$ cat config.mk
export PLATFORM = sky130hd
export DESIGN_NAME = fifo_bit_reader
export DESIGN_NICKNAME = d
export VERILOG_FILES = /design/src/rtl/fifo_bit_reader.sv
export SDC_FILE = /design/constraint.sdc
export NUM_CORES = 1
export LEC_CHECK = 0
export CORE_ASPECT_RATIO = 2
export CORE_MARGIN = 2
export CORE_UTILIZATION = 53
export CTS_CLUSTER_DIAMETER = 120
export DETAILED_ROUTE_END_ITERATION = 6
export PLACE_DENSITY = 0.85
export REMOVE_ABC_BUFFERS = 1
export SYNTH_ARGS = -nofsm -noshare
export SYNTH_HDL_FRONTEND = slang
export SYNTH_SLANG_ARGS = --single-unit
export TNS_END_PERCENT = 1
$ cat constraint.sdc
create_clock -name r_clk -period 1.7 [get_ports r_clk]
set_input_delay 0.255 -clock r_clk [delete_from_list [all_inputs] [get_ports r_clk]]
set_output_delay 0.255 -clock r_clk [all_outputs]
set_load 0.01 [all_outputs]
$ cat src/rtl/fifo_bit_reader.sv
// Read-side consumer for a 1-bit FIFO. It packs WIDTH serial bits into a word.
// Finished words are held in an output register so collection of the next word can proceed.
module fifo_bit_reader #(
  parameter int WIDTH     = 8,
  parameter bit MSB_FIRST = 1'b1
) (
  input  logic             r_clk,
  input  logic             rst,
  input  logic             empty,
  input  logic             dataout,
  output logic             r_en,
  output logic [WIDTH-1:0] word_out,
  output logic             word_valid,
  input  logic             word_ready,
  output logic [15:0]      word_cnt
);

  localparam int CW = $clog2(WIDTH + 1);
  localparam logic [CW-1:0] CNT_FULL = CW'(WIDTH);
  localparam logic [CW-1:0] CNT_LAST = CW'(WIDTH - 1);
  localparam logic [CW-1:0] CNT_ZERO = {CW{1'b0}};
  localparam logic [CW-1:0] CNT_ONE  = CW'(1);

  logic [WIDTH-1:0] sh_q, sh_d, word_q, word_d, cap_word_s;
  logic [CW-1:0]    iss_q, iss_d, cap_q, cap_d, pos_s;
  logic             pend_q, pend_d, valid_q, valid_d;
  logic [15:0]      cnt_q, cnt_d;
  logic             last_s, accept_s, complete_s, stall_s, capture_s;

  // Issuing stops once a whole word has been requested; only empty, iss and rst matter.
  assign r_en       = rst && !empty && (iss_q != CNT_FULL);
  assign word_out   = word_q;
  assign word_valid = valid_q;
  assign word_cnt   = cnt_q;

  // Decode capture, completion and stall conditions for this edge
  always_comb begin
    last_s     = pend_q && (cap_q == CNT_LAST);
    accept_s   = valid_q && word_ready;
    complete_s = last_s && (!valid_q || word_ready);
    stall_s    = last_s && !complete_s;
    capture_s  = pend_q && !stall_s;
    if (MSB_FIRST) begin
      pos_s = CNT_LAST - cap_q;
    end else begin
      pos_s = cap_q;
    end
  end

  // Shift register contents with the incoming bit dropped into its slot
  always_comb begin
    cap_word_s = sh_q;
    for (int i = 0; i < WIDTH; i++) begin
      if (CW'(i) == pos_s) begin
        cap_word_s[i] = dataout;
      end else begin
        cap_word_s[i] = sh_q[i];
      end
    end
  end

  // Next-state logic for counters, shift register and output slot
  always_comb begin
    sh_d    = sh_q;
    iss_d   = iss_q;
    cap_d   = cap_q;
    word_d  = word_q;
    valid_d = valid_q;
    cnt_d   = cnt_q;
    // A stalled last bit stays pending so dataout is re-sampled next edge.
    pend_d  = r_en || stall_s;

    if (r_en) begin
      iss_d = iss_q + CNT_ONE;
    end else begin
      iss_d = iss_q;
    end

    if (capture_s) begin
      sh_d  = cap_word_s;
      cap_d = cap_q + CNT_ONE;
    end else begin
      sh_d  = sh_q;
      cap_d = cap_q;
    end

    if (complete_s) begin
      iss_d   = CNT_ZERO;
      cap_d   = CNT_ZERO;
      word_d  = cap_word_s;
      valid_d = 1'b1;
    end else if (accept_s) begin
      valid_d = 1'b0;
    end else begin
      valid_d = valid_q;
    end

    if (accept_s) begin
      cnt_d = cnt_q + 16'd1;
    end else begin
      cnt_d = cnt_q;
    end
  end

  // State registers with asynchronous active-low reset
  always_ff @(posedge r_clk or negedge rst) begin
    if (!rst) begin
      sh_q    <= {WIDTH{1'b0}};
      iss_q   <= CNT_ZERO;
      cap_q   <= CNT_ZERO;
      pend_q  <= 1'b0;
      word_q  <= {WIDTH{1'b0}};
      valid_q <= 1'b0;
      cnt_q   <= 16'd0;
    end else begin
      sh_q    <= sh_d;
      iss_q   <= iss_d;
      cap_q   <= cap_d;
      pend_q  <= pend_d;
      word_q  <= word_d;
      valid_q <= valid_d;
      cnt_q   <= cnt_d;
    end
  end

endmodule

After elaboration in Yosys (flattened, before gate mapping)

Cells that the tools add are included.
W data, S select, Z words.

Register bits after elaboration: 42
Input port bits: 5
Output and inout bits: 26
Logic and storage cells: 51

$add $sub $neg: 4
Eq/ne operators: 9
Muxes and demuxes: 14
Reductions and logical operators: 17

Operators by type and width:

| operator                | count |
|---|---|
| $add A16 B1 Y16 const B | 1 |
| $eq A3 B4 Y1 const A    | 4 |
| $mux W4                 | 4 |
| $mux W1                 | 10 |
| $add A4 B1 Y4 const B   | 2 |
| $eq A2 B4 Y1 const A    | 2 |
| $logic_and A1 B1 Y1     | 7 |
| $reduce_bool A2 Y1      | 3 |
| $eq A1 B4 Y1 const A    | 1 |
| $eq A4 B3 Y1 const B    | 1 |
| $logic_not A1 Y1        | 4 |
| $logic_not A4 Y1        | 1 |
| $ne A4 B4 Y1 const B    | 1 |
| $sub A3 B4 Y4 const A   | 1 |
| $logic_or A1 B1 Y1      | 2 |

Logic depth before layout (Yosys ltp)

Word-level depth: 9
Gate-level depth with buffers: 6
Gate-level depth less buffers: 6

Worst setup path before layout

Ideal clock, no wire load.

Path type: reg2reg
Start: register valid_q (netlist: word_valid)
End: register sh_q[6]
Library setup time: 0.122 ns
Data arrival time: 1.316 ns
Required time: 1.578 ns
Setup slack: 0.262 ns
Stages on the path, launching flop included: 5
Path buffers: 1
Clock period less this slack: 1.438 ns
Cells stage by stage: dfrtp_1 -> or2b_1 -> o31ai_4 -> buf_6 -> o21ai_1

Word-level cells in the longest chain between the ends: 7

Ends and longest elaborated chain:

| what                     | line | text |
|---|---|---|
| start: declaration       | 26   | `logic pend_q, pend_d, valid_q, valid_d;` |
| start signal: assignment | 121  | `valid_q <= valid_d;` |
| $logic_not A1 Y1         | 40   | `complete_s = last_s && (!valid_q \|\| word_ready);` |
| $logic_or A1 B1 Y1       | 40   |  |
| $logic_and A1 B1 Y1      | 40   |  |
| $logic_not A1 Y1         | 41   | `stall_s = last_s && !complete_s;` |
| $logic_and A1 B1 Y1      | 41   |  |
| $logic_not A1 Y1         | 42   | `capture_s = pend_q && !stall_s;` |
| $logic_and A1 B1 Y1      | 42   |  |
| end signal: assignment   | 108  | `sh_q <= {WIDTH{1'b0}};` |
| end: declaration         | 24   | `logic [WIDTH-1:0] sh_q, sh_d, word_q, word_d, cap_word_s;` |

Every way passes these cells.
A chain may end at the register's enable or synchronous reset.

Worst setup path after layout

Start: register iss_q[1]
End: output port r_en

Word-level cells in the longest chain between the ends: 2

Ends and longest elaborated chain:

| what                     | line | text |
|---|---|---|
| start: declaration       | 25   | `logic [CW-1:0] iss_q, iss_d, cap_q, cap_d, pos_s;` |
| start signal: assignment | 117  | `iss_q <= iss_d;` |
| $ne A4 B4 Y1             | 31   | `assign r_en = rst && !empty && (iss_q != CNT_FULL);` |
| $logic_and A1 B1 Y1      | 31   |  |
| end: declaration         | 11   | `output logic r_en,` |

Every way passes these cells.

==> impl_metrics.toml <==
[floorplanning]
fp.dieW_um = 46.8
ios = 31
coreArea_sq_um = 3570
die_area_sq_um = 4200
num_rows = 31
die_h_um = 89.6
start_util = 0.545

[cts]
insertion_delay_ns = 0.31
cts_sinks = 42
htree_levels = 2
clk_pin_slew_ns = 0.09
clockBufferDepth = 2
cts_tree = "yes"
cts_buffers = 5
ctsRootBufferMaster = "clkbuf_8"

[outcome]
status = "finished, final reports clean"

[final_layout]
final_cell_mix = "dfrtp_1, clkdlybuf4s50_1, nand2_1, nor2_1, buf_4"
num_antenna_cells = 0
multi_input_area_sq_um = 845
nFillCells = 284
fin_nets = 237
drive_above_1_share = 0.133
fin_area_sq_um = 2470
synthToLayoutAreaGrowth_pct = 27.2
fin_util = 0.692
instances_no_fill = 275
regArea_sq_um = 1050
final_common_cell = "dfrtp_1"

[setup_path]
crit_buf_inv = 3
worstPathArrival_ns = 1.40
reg2reg_from = "iss_q[1]$_DFFE_PN0P_"
startpoint_type = "flip-flop"
required_ns = 1.44
criticalPathCategory = "reg2out"
worstPathCellList = "inv_1 -> ha_1 -> nand2_1 -> o21ai_2 -> inv_1 -> buf_2"
path_common_cell = "inv_1"
r2r_end = "iss_q[2]$_DFFE_PN0P_"
slowest_stage = "dfrtp_1"
r2r_cells = 7
crit_path_max_fanout = 2
rrSetupSlack_ns = 0.18
path_depth = 6
critPathTopFamily = "flip-flops"
cp-end-kind = "output pin"
max_stage_delay_ns = 0.41

[pwr]
p_leak_uw = 0.00119
totalPowerFinal_uw = 3450
ir_worst_vdd_uv = 1170
p_per_area_nw_per_um2 = 1400

[sta]
finalSetupViolations = 0
max_slew_margin = 0.650
fin_tns_setup_ns = 0
finalMaxSlewViolations = 0
worst_pin_slew_ns = 0.525
min_period_ns = 1.66
rsz0062_at_grt = "no"
hold_viol = 0
fin_skew_ns = 0.0138
max_freq_mhz = 604
fin_crit_sh = 0.974

[run]
maxCapViolCount = 0

[routing]
drt_drc_violations_left = 0
drtPass1Iterations = 4
wire_per_inst_um = 15.4
final_antenna_net_count = 0
wirelength_um = 4240
via_per_inst = 5.29
drt_iter0_markers = 26
vias = 1456

[synthesis]
yosysSeqAreaShare = 0.541
netlist_instances = 181
ys_async_sr_fraction = 1.00
yosysWarnings = 0
synth-main-ff-cell = "dfrtp_1"
synth_top_area_share = 0.541
synth_area_sq_um = 1940
synth_area_leader_cell = "dfrtp_1"
syn_area_per_cell_sq_um = 10.7
synth-edff-count = 0
synth_cell_type_count = 34
synth_area_leaders = "dfrtp_1, mux2i_1, ha_1"
synth.ff_latch_count = 42

[placed_design]
routabilityCongestion = 0.806
dpl_cell_area_sq_um = 2370
port-buffer-count = 30
hpwl_um = 3070
post-place-cells = 266

[global_routing]
antenna_found_initial = 0
grt_max_degree = 43
grt_usage = 0.243
grt_pass1_vias = 1560
grt.overflow.total = 0
grt_pass1_wl_um = 7000

[min_path]
hp-class = "in2async"
==> kinds of logic (layout without fill, tap and decap cells) <==
group	count (synthesis)	in the layout	synth area share
and+or+nand+nor	68	68	0.178
DFF	42	42	0.541
AOI/OAI and AO/OA	25	25	0.0786
xor gates and xnor gates	17	17	0.0766
buffers and inverters	12	57	0.0290
muxes	10	10	0.0522
adders and majority gates	7	7	0.0451
==> metrics by stage <==
stage          setup slack [ns]  hold WS [ns]
3_5_place_dp             -0.134         0.403
6_report                 0.0446        0.0578
4_1_cts                  0.0702        0.0750
2_1_floorplan            -0.479       -0.0406
5_1_grt                 0.00724         0.109
3_3_place_gp             -0.128         0.403
==> registers in the layout, summed over array words and instances (netlist names) <==
register and cells:
iss_q 4, sh_q 8, word_valid 1, word_out 8, word_cnt 16, pend_q 1
cap_q 4
==> worst register-to-register path, stage by stage (launching register included) <==
cell     delay (ns)
dfrtp_1        0.39
inv_1          0.08
ha_1           0.18
nand2_1        0.09
o21ai_2        0.08
buf_4          0.17
or3_1          0.31
a21oi_1        0.15
==> power breakdown <==
group | internal (uW) | switching, uW
Clock | 326 | 349
Combinational | 651 | 604
Sequential | 1290 | 233
==> synth_stat cells, types with 2 or more instances <==
library cell,n
dfrtp_1,42
nand2_1,17
nor2_1,17
a21oi_1,9
mux2i_1,9
o21ai_0,9
xor2_1,9
xnor2_1,8
ha_1,7
inv_1,7
nand3_1,6
and3_1,5
nand3b_1,4
nand4_1,4
buf_2,3
o21ai_1,3
nand2b_1,2
nor2b_1,2
nor3_1,2
nor3b_1,2
==> timing repair <==
action                     in CTS  in global routing
hold buffers                    0                  0
setup endpoints to repair       1                  1
resized for setup               6                  0
pin swaps                       1                  1
buffers inserted                1                  0
==> final cells by class <==
| cell class | count | share of cell area |
|---|---|---|
| clock buffer | 6 | 0.0334 |
| timing repair buffer | 42 | 0.159 |
| inverter | 7 | 0.0106 |
| tap | 49 | 0.0248 |
| multi-input combinational | 127 | 0.342 |
| sequential | 42 | 0.425 |
| clock inverter | 2 | 0.00506 |
==> worst max path at each step <==
stage	end	start	slack, ns
5_1_grt	r_en	iss_q[1]$_DFFE_PN0P_	0.007
4_1_cts	r_en	iss_q[1]$_DFFE_PN0P_	0.07
3_5_place_dp	r_en	empty	-0.13
6_report	r_en	iss_q[1]$_DFFE_PN0P_	0.04
2_1_floorplan	word_out[0]$_DFFE_PN0P_	word_valid$_DFFE_PN0P_	-0.48
3_3_place_gp	r_en	empty	-0.13
==> layer usage <==
layer / wire [um] / GRT usage / part of all wire
met2: 2400 / 0.417 / 0.57
met5: 0 / 0 / 0
met3: 128 / 0.0460 / 0.030
met4: 231 / 0.184 / 0.055
met1: 1470 / 0.240 / 0.35
(Power assumes the default switching activity.)
